==> config.mk <==
export PLATFORM = sky130hd
export DESIGN_NAME = aeolus_multicycle_core
export DESIGN_NICKNAME = d
export VERILOG_FILES = /design/src/rtl/aeolus_multicycle_core.sv
export SDC_FILE = /design/constraint.sdc
export NUM_CORES = 1
export LEC_CHECK = 0
export BUFFER_PORTS_ARGS = -buffer_cell sky130_fd_sc_hd__buf_4
export CAP_MARGIN = 20
export CORE_ASPECT_RATIO = 1.75
export CORE_MARGIN = 4
export CORE_UTILIZATION = 41
export DETAILED_ROUTE_END_ITERATION = 16
export GPL_ROUTABILITY_DRIVEN = 0
export PLACE_DENSITY = 0.68
export REMOVE_ABC_BUFFERS = 1
export SYNTH_ARGS = -nofsm -noshare
export SYNTH_HDL_FRONTEND = slang
export SYNTH_SLANG_ARGS = --single-unit
export TNS_END_PERCENT = 30
==> constraint.sdc <==
create_clock -name clk -period 4.84 [get_ports clk]
set_input_delay 0.968 -clock clk [delete_from_list [all_inputs] [get_ports clk]]
set_output_delay 0.968 -clock clk [all_outputs]
set_load 0.02 [all_outputs]
==> src/rtl/aeolus_multicycle_core.sv <==
// aeolus_multicycle_core: FETCH/EXECUTE multi-cycle Aeolus core, external ROM.
// Define AEOLUS_CORE_HALT_EN to stop in HALT after the PC wraps.
module aeolus_multicycle_core #(
  parameter int DATA_WIDTH = 4,
  parameter int ADDR_WIDTH = 8
) (
  input  logic                    clk,
  input  logic                    reset,
  input  logic                    run,
  input  logic [2*DATA_WIDTH-1:0] switches,
  input  logic [3:0]              instr_data,
  output logic [ADDR_WIDTH-1:0]   instr_addr,
  output logic [DATA_WIDTH-1:0]   cpu_out,
  output logic                    carry,
  output logic                    shift_flag,
  output logic                    halted
);

  localparam int W = DATA_WIDTH;
  localparam logic [ADDR_WIDTH-1:0] PC_ONE = ADDR_WIDTH'(1);

  typedef enum logic [1:0] {
    FETCH,
    EXECUTE,
    HALT
  } state_t;

  state_t state, state_n;

  logic [ADDR_WIDTH-1:0] pc, pc_n;
  logic [3:0]            ir, ir_n;
  logic [W-1:0]          a, a_n;
  logic [W-1:0]          b, b_n;
  logic [W-1:0]          s, s_n;
  logic [W-1:0]          acc, acc_n;
  logic [W-1:0]          o, o_n;
  logic                  c, c_n;
  logic                  sf, sf_n;
`ifdef AEOLUS_CORE_HALT_EN
  logic                  wrap, wrap_n;
`endif

  logic [W-1:0] add_x;
  logic [W-1:0] add_y;
  logic         add_cin;
  logic [W:0]   sum;

  // One shared adder serves SNZA, SNZS, ADD and SUB
  always_comb begin
    add_x   = a;
    add_y   = b;
    add_cin = 1'b0;
    unique case (ir)
      4'd8: begin
        add_x = acc;
        add_y = a;
      end
      4'd9: begin
        add_x = acc;
        add_y = s;
      end
      4'd11: begin
        add_y   = ~b;
        add_cin = 1'b1;
      end
      default: ;
    endcase
  end

  assign sum = {1'b0, add_x}
             + {1'b0, add_y}
             + {{W{1'b0}}, add_cin};

  always_comb begin
    state_n = state;
    pc_n    = pc;
    ir_n    = ir;
    a_n     = a;
    b_n     = b;
    s_n     = s;
    acc_n   = acc;
    o_n     = o;
    c_n     = c;
    sf_n    = sf;
`ifdef AEOLUS_CORE_HALT_EN
    wrap_n  = wrap;
`endif
    unique case (state)
      FETCH: begin
        if (run) begin
          ir_n    = instr_data;
          pc_n    = pc + PC_ONE;
`ifdef AEOLUS_CORE_HALT_EN
          wrap_n  = wrap | (&pc);
`endif
          state_n = EXECUTE;
        end
      end
      EXECUTE: begin
        unique case (ir)
          4'd0:  a_n = switches[2*W-1:W];
          4'd1:  b_n = switches[W-1:0];
          4'd2:  o_n = acc;
          4'd3:  s_n = a;
          4'd4:  s_n = b;
          4'd5: begin
            s_n  = {s[W-2:0], 1'b0};
            sf_n = s[W-1];
          end
          4'd6: begin
            s_n  = {1'b0, s[W-1:1]};
            sf_n = s[0];
          end
          4'd7: begin
            acc_n = '0;
            c_n   = 1'b0;
          end
          4'd8, 4'd9: begin
            if (sf) begin
              acc_n = sum[W-1:0];
              c_n   = sum[W];
            end
          end
          4'd10, 4'd11: begin
            acc_n = sum[W-1:0];
            c_n   = sum[W];
          end
          4'd12: acc_n = a & b;
          4'd13: acc_n = a | b;
          4'd14: acc_n = a ^ b;
          4'd15: acc_n = ~a;
          default: ;
        endcase
        state_n = FETCH;
`ifdef AEOLUS_CORE_HALT_EN
        if (wrap) state_n = HALT;
`endif
      end
      HALT: ;
      default: state_n = FETCH;
    endcase
  end

  always_ff @(posedge clk or negedge reset) begin
    if (!reset) begin
      state <= FETCH;
      pc    <= '0;
      ir    <= '0;
      a     <= '0;
      b     <= '0;
      s     <= '0;
      acc   <= '0;
      o     <= '0;
      c     <= 1'b0;
      sf    <= 1'b0;
`ifdef AEOLUS_CORE_HALT_EN
      wrap  <= 1'b0;
`endif
    end else begin
      state <= state_n;
      pc    <= pc_n;
      ir    <= ir_n;
      a     <= a_n;
      b     <= b_n;
      s     <= s_n;
      acc   <= acc_n;
      o     <= o_n;
      c     <= c_n;
      sf    <= sf_n;
`ifdef AEOLUS_CORE_HALT_EN
      wrap  <= wrap_n;
`endif
    end
  end

  assign instr_addr = pc;
  assign cpu_out    = o;
  assign carry      = c;
  assign shift_flag = sf;
`ifdef AEOLUS_CORE_HALT_EN
  assign halted     = (state == HALT);
`else
  assign halted     = 1'b0;
`endif

endmodule

Yosys cells after proc, flatten, opt, wreduce, memory -nomap -nowiden
Cells that the tools add are included.
W data, S select, Z words.
- equal/unequal tests: 19
- add/sub/neg operators: 3
- multiplexer cells: 11
- reductions and logical operators: 17
- bitwise logic cells: 6
- operator list (operator ; number):
    $eq A4 B4 Y1 const B ; 8
    $pmux W4 S7 ; 1
    $eq A4 B3 Y1 const B ; 4
    $pmux W4 S4 ; 1
    $reduce_and A2 Y1 ; 7
    $pmux W4 S3 ; 1
    $add A8 B1 Y8 const B ; 1
    $eq A4 B2 Y1 const B ; 2
    $mux W4 ; 2
    $not A4 Y4 ; 2
    $reduce_bool A7 Y1 ; 1
    $reduce_and A3 Y1 ; 2
    $add A4 B4 Y5 ; 1
    $add A5 B1 Y5 ; 1
    $and A4 B4 Y4 ; 1
    $eq A4 B1 Y1 const B ; 1
    $logic_not A4 Y1 ; 1
    $or A4 B4 Y4 ; 1
    $pmux W2 S2 ; 1
    $reduce_bool A4 Y1 ; 1
    $reduce_or A2 Y1 ; 2
    $xor A4 B4 Y4 ; 1
    $pmux W1 S3 ; 1
    $reduce_bool A3 Y1 ; 1
    other kinds (10) ; 11
- input bits: 15
- logic and storage cells: 66
- output and inout bits: 15
- bits in registers: 36

Depth between registers and ports, before layout
- depth after elaboration: 7
- mapped depth: 12
- depth with buffers taken out: 10

Worst setup path before layout
OpenSTA, ideal clock, no wires.
- path kind: flip-flop to flip-flop
- from: reg ir[1]
- to: reg acc[2]
- library setup time: 0.118 ns
- path slack: 2.285 ns
- clock period less this slack: 2.555 ns
- required time: 4.722 ns
- path buffers: 2
- cell stages (with the launch flop): 11
- arrival: 2.437 ns
- cell sequence: dfrtp_1 > buf_6 > buf_4 > nor2_1 > o21ai_0 > fa_1 > fa_1 > xor2_1 > nor2_1 > a211oi_2 > a21o_1
- longest elaborated chain between the ends: 7
- elaborated cells between the ends (all ways): 21
- those cells by class: add/sub (2); eq/ne (10); mux (5); reduce/logical (4)
- RTL lines (what ; RTL line ; source):
    start, declared ; 31 ; logic [3:0] ir, ir_n;
    start signal, assigned ; 162 ; ir <= ir_n;
    $eq A4 B4 Y1 ; 53, 100 ;
    $reduce_or A2 Y1 (no source line) ; - ;
    $mux W4 ; 53 ; unique case (ir)
    $add A4 B4 Y5 ; 71 ; + {1'b0, add_y}
    $add A5 B1 Y5 ; 72 ; + {{W{1'b0}}, add_cin};
    $mux W4 ; 119 ; if (sf) begin
    $pmux W4 S7 ; 100 ; unique case (ir)
    end signal, assigned ; 166 ; acc <= acc_n;
    end, declared ; 35 ; logic [W-1:0] acc, acc_n;
Several ways; a longest one is shown, not always the timed one. The select of a mux whose other input is x is not followed.
A chain may end at the register's enable or synchronous reset.

Final worst setup path
- from: reg ir[2]
- to: reg acc[2]
The elaborated chain is that of the path after synthesis.

==> results_dict.tcl <==
set metrics [dict create \
    status "complete, no violations" \
    via_per_inst 5.22 \
    leakage_nw 1.21 \
    synth_edf_count 0 \
    seq_area_frac_synth 0.388 \
    reg2reg_slack_ns 1.87 \
    hold_viol 0 \
    cts_max_path_buffers 2 \
    yosys-top-cells-area "dfrtp_1, ha_1, o21ai_0, mux2_2, nand2_1" \
    worstPathArrival_ns 3.15 \
    synth_area_leader_cell "dfrtp_1" \
    grt_max_degree 36 \
    drc 0 \
    drive_gt1_frac 0.241 \
    io_buffer_count 28 \
    dieArea_um2 6810 \
    hold_path.class "reg2reg" \
    syn_area_um2 2260 \
    drt_iter0_drc 32 \
    maxCapViolations 0 \
    vias 1664 \
    grt_pass1_wl_mm 8.00 \
    numCtsBuffers 5 \
    overflow 0 \
    vdd_drop_max_v 0.000305 \
    crit_required_ns 5.02 \
    routed_wl_mm 4.87 \
    period_needed_ns 2.97 \
    holdBufCountCts 0 \
    layout.nets 273 \
    gr-usage-all-layers 0.154 \
    slew_viol_final 0 \
    relSlewSlack 0.495 \
    clock-sinks 35 \
    cts_root_buffer "clkbuf_8" \
    fp.dieH_um 106 \
    global_route.usage.met1 0.159 \
    die_x_um 64.1 \
    netlist_top_cells_count "dfrtp_1, nand2_1, o21ai_0" \
    insertion_delay_ns 0.30 \
    r2r-start "ir[2]$_DFFE_PN0P_" \
    areaGrowthSynthToFinish_pct 14.7 \
    endpoint_kind "flop" \
    max_freq_mhz 337 \
    cts_repair_resize_count 0 \
    wire_per_inst_um 15.3 \
    slowest_delay_ns 0.61 \
    synth-async-reset-ratio 1.00 \
    crit_start "ir[2]$_DFFE_PN0P_" \
    gr-usage-met2 0.293 \
    post-route-period-util 0.613 \
    drt_pass1_iterations 4 \
    avgSynthCellArea_um2 10.3 \
    critPathTopFamily "adder cells" \
    endpoint "acc[2]$_DFFE_PN0P_" \
    reg2reg_to "acc[2]$_DFFE_PN0P_" \
    post_cts_buffers 0 \
    final.fill_count 502 \
    ant_nets 0 \
    yosys_warnings 0 \
    utilization 0.489 \
    io_pins 30 \
    startpoint_type "flop" \
    yosysMostFrequentCell "dfrtp_1" \
    yosys.cell_types.count 52 \
    synth_top_area_frac 0.388 \
    clkTransAtPathRegs_ns 0.08 \
    worst-r2r-cell-count 9 \
    synth_top_flop_cell "dfrtp_1" \
    diodes 0 \
    final.setup.tns_ns 0 \
    busiest_layer "met2" \
    cts_tree "yes" \
    power_density_nw_per_um2 583 \
    dp_hpwl_mm 3.75 \
    cp.depth 9 \
    slowest_stage "dfrtp_1" \
    antenna_found_initial 0 \
    grt_pass1_vias 1626 \
    setup_viol 0 \
    finClkSkew_ns 0.0102 \
    crit_buf_inv 0 \
    grt_setup_unrepaired "no" \
    met3_usage 0.0296 \
    core_um2 5300 \
    start_util 0.426 \
    tightest_slew_ns 0.756 \
    worstPathCellList "nand2b_1 > nor2_1 > o21ai_0 > fa_1 > fa_1 > xor2_1 > nor2_1 > a211oi_2 > a21o_1" \
    criticalPathCategory "reg2reg" \
    syn_inst 220 \
    ys_seq_elements 35 \
    num_rows 35 \
    critPathMaxFanout 20 \
    htreeDepth 2 \
]
==> layout by cell type (no fill, tap or decap), drive strengths merged, types with 3 or more instances in the layout <==
cell type  Yosys  layout
dfrtp         35      35
buf           11      30
nand2         24      24
o21ai         21      21
inv           13      13
mux2          13      13
ha            12      12
nor2           8       8
mux2i          8       8
a21oi          8       8
nand2b         6       6
a22oi          5       5
xnor2          5       5
xor2           5       5
clkbuf         2       5
a21o           4       4
nand3          4       4
nor2b          3       3
and3           3       3
o22ai          3       3
mux4           3       3
==> cell type report <==
type / count / area [um2] / area share
multi-input cells: 159 / 1240 / 0.477
flip-flops and latches: 35 / 876 / 0.338
repair buffers: 30 / 225 / 0.0869
well taps: 74 / 92.6 / 0.0357
clock buffers: 5 / 68.8 / 0.0265
inverters: 13 / 48.8 / 0.0188
clock inverters: 3 / 43.8 / 0.0169
==> layer usage <==
metal	wire, um	vias to the layer above
li1	-	823
met1	1810	807
met2	2790	24
met3	139	10
met4	131	0
met5	0	-
==> through the flow <==
step,power [mW],instances,hold WS (ns),setup WS [ns],cell area [um2]
6_report,1.51,319,0.489,1.87,2590
5_1_grt,1.63,319,0.504,1.63,2590
4_1_cts,1.52,319,0.493,1.88,2590
3_5_place_dp,1.25,311,0.476,1.92,2480
3_3_place_gp,1.23,311,0.469,1.96,2480
2_1_floorplan,1.00,207,0.471,2.02,2160
==> worst reg2reg max path, delay by kind of cell (launching register included) <==
| family | cells | cell delay [ns] |
|---|---|---|
| flip-flops | 1 | 0.61 |
| XOR/XNOR | 1 | 0.15 |
| AO/OA/AOI/OAI | 3 | 0.43 |
| AND/OR/NAND/NOR | 3 | 0.80 |
| adder cells (fa/ha/maj) | 2 | 0.86 |
==> logic make-up after synthesis <==
group	count (synthesis)	synth area share
XOR/XNOR	10	0.0388
AO/OA/AOI/OAI	53	0.151
buffers and inverters	26	0.0648
flip-flops	35	0.388
AND/OR/NAND/NOR	57	0.134
adder cells (fa/ha/maj)	14	0.0842
multiplexers	24	0.138
other	1	0.00166
==> power breakdown <==
group	total [mW]	switching (mW)	internal, mW
Combinational	0.687	0.354	0.333
Sequential	0.558	0.149	0.409
Clock	0.267	0.113	0.153
==> worst min-delay path by stage <==
stage,from,cells after the start,to
6_report,instr_addr[7]$_DFFE_PN0P_,1,instr_addr[7]$_DFFE_PN0P_
5_1_grt,instr_addr[7]$_DFFE_PN0P_,1,instr_addr[7]$_DFFE_PN0P_
4_1_cts,instr_addr[7]$_DFFE_PN0P_,1,instr_addr[7]$_DFFE_PN0P_
3_5_place_dp,instr_addr[7]$_DFFE_PN0P_,1,instr_addr[7]$_DFFE_PN0P_
3_3_place_gp,instr_addr[7]$_DFFE_PN0P_,1,instr_addr[7]$_DFFE_PN0P_
2_1_floorplan,acc[0]$_DFFE_PN0P_,2,acc[0]$_DFFE_PN0P_
==> state kept, by name (all words and copies together) (netlist names) <==
register and count:
carry 1, a 4, b 4, acc 4, instr_addr 8, cpu_out 4
ir 4, s 4, shift_flag 1, state 1
Power figures use the tool's default switching activity.
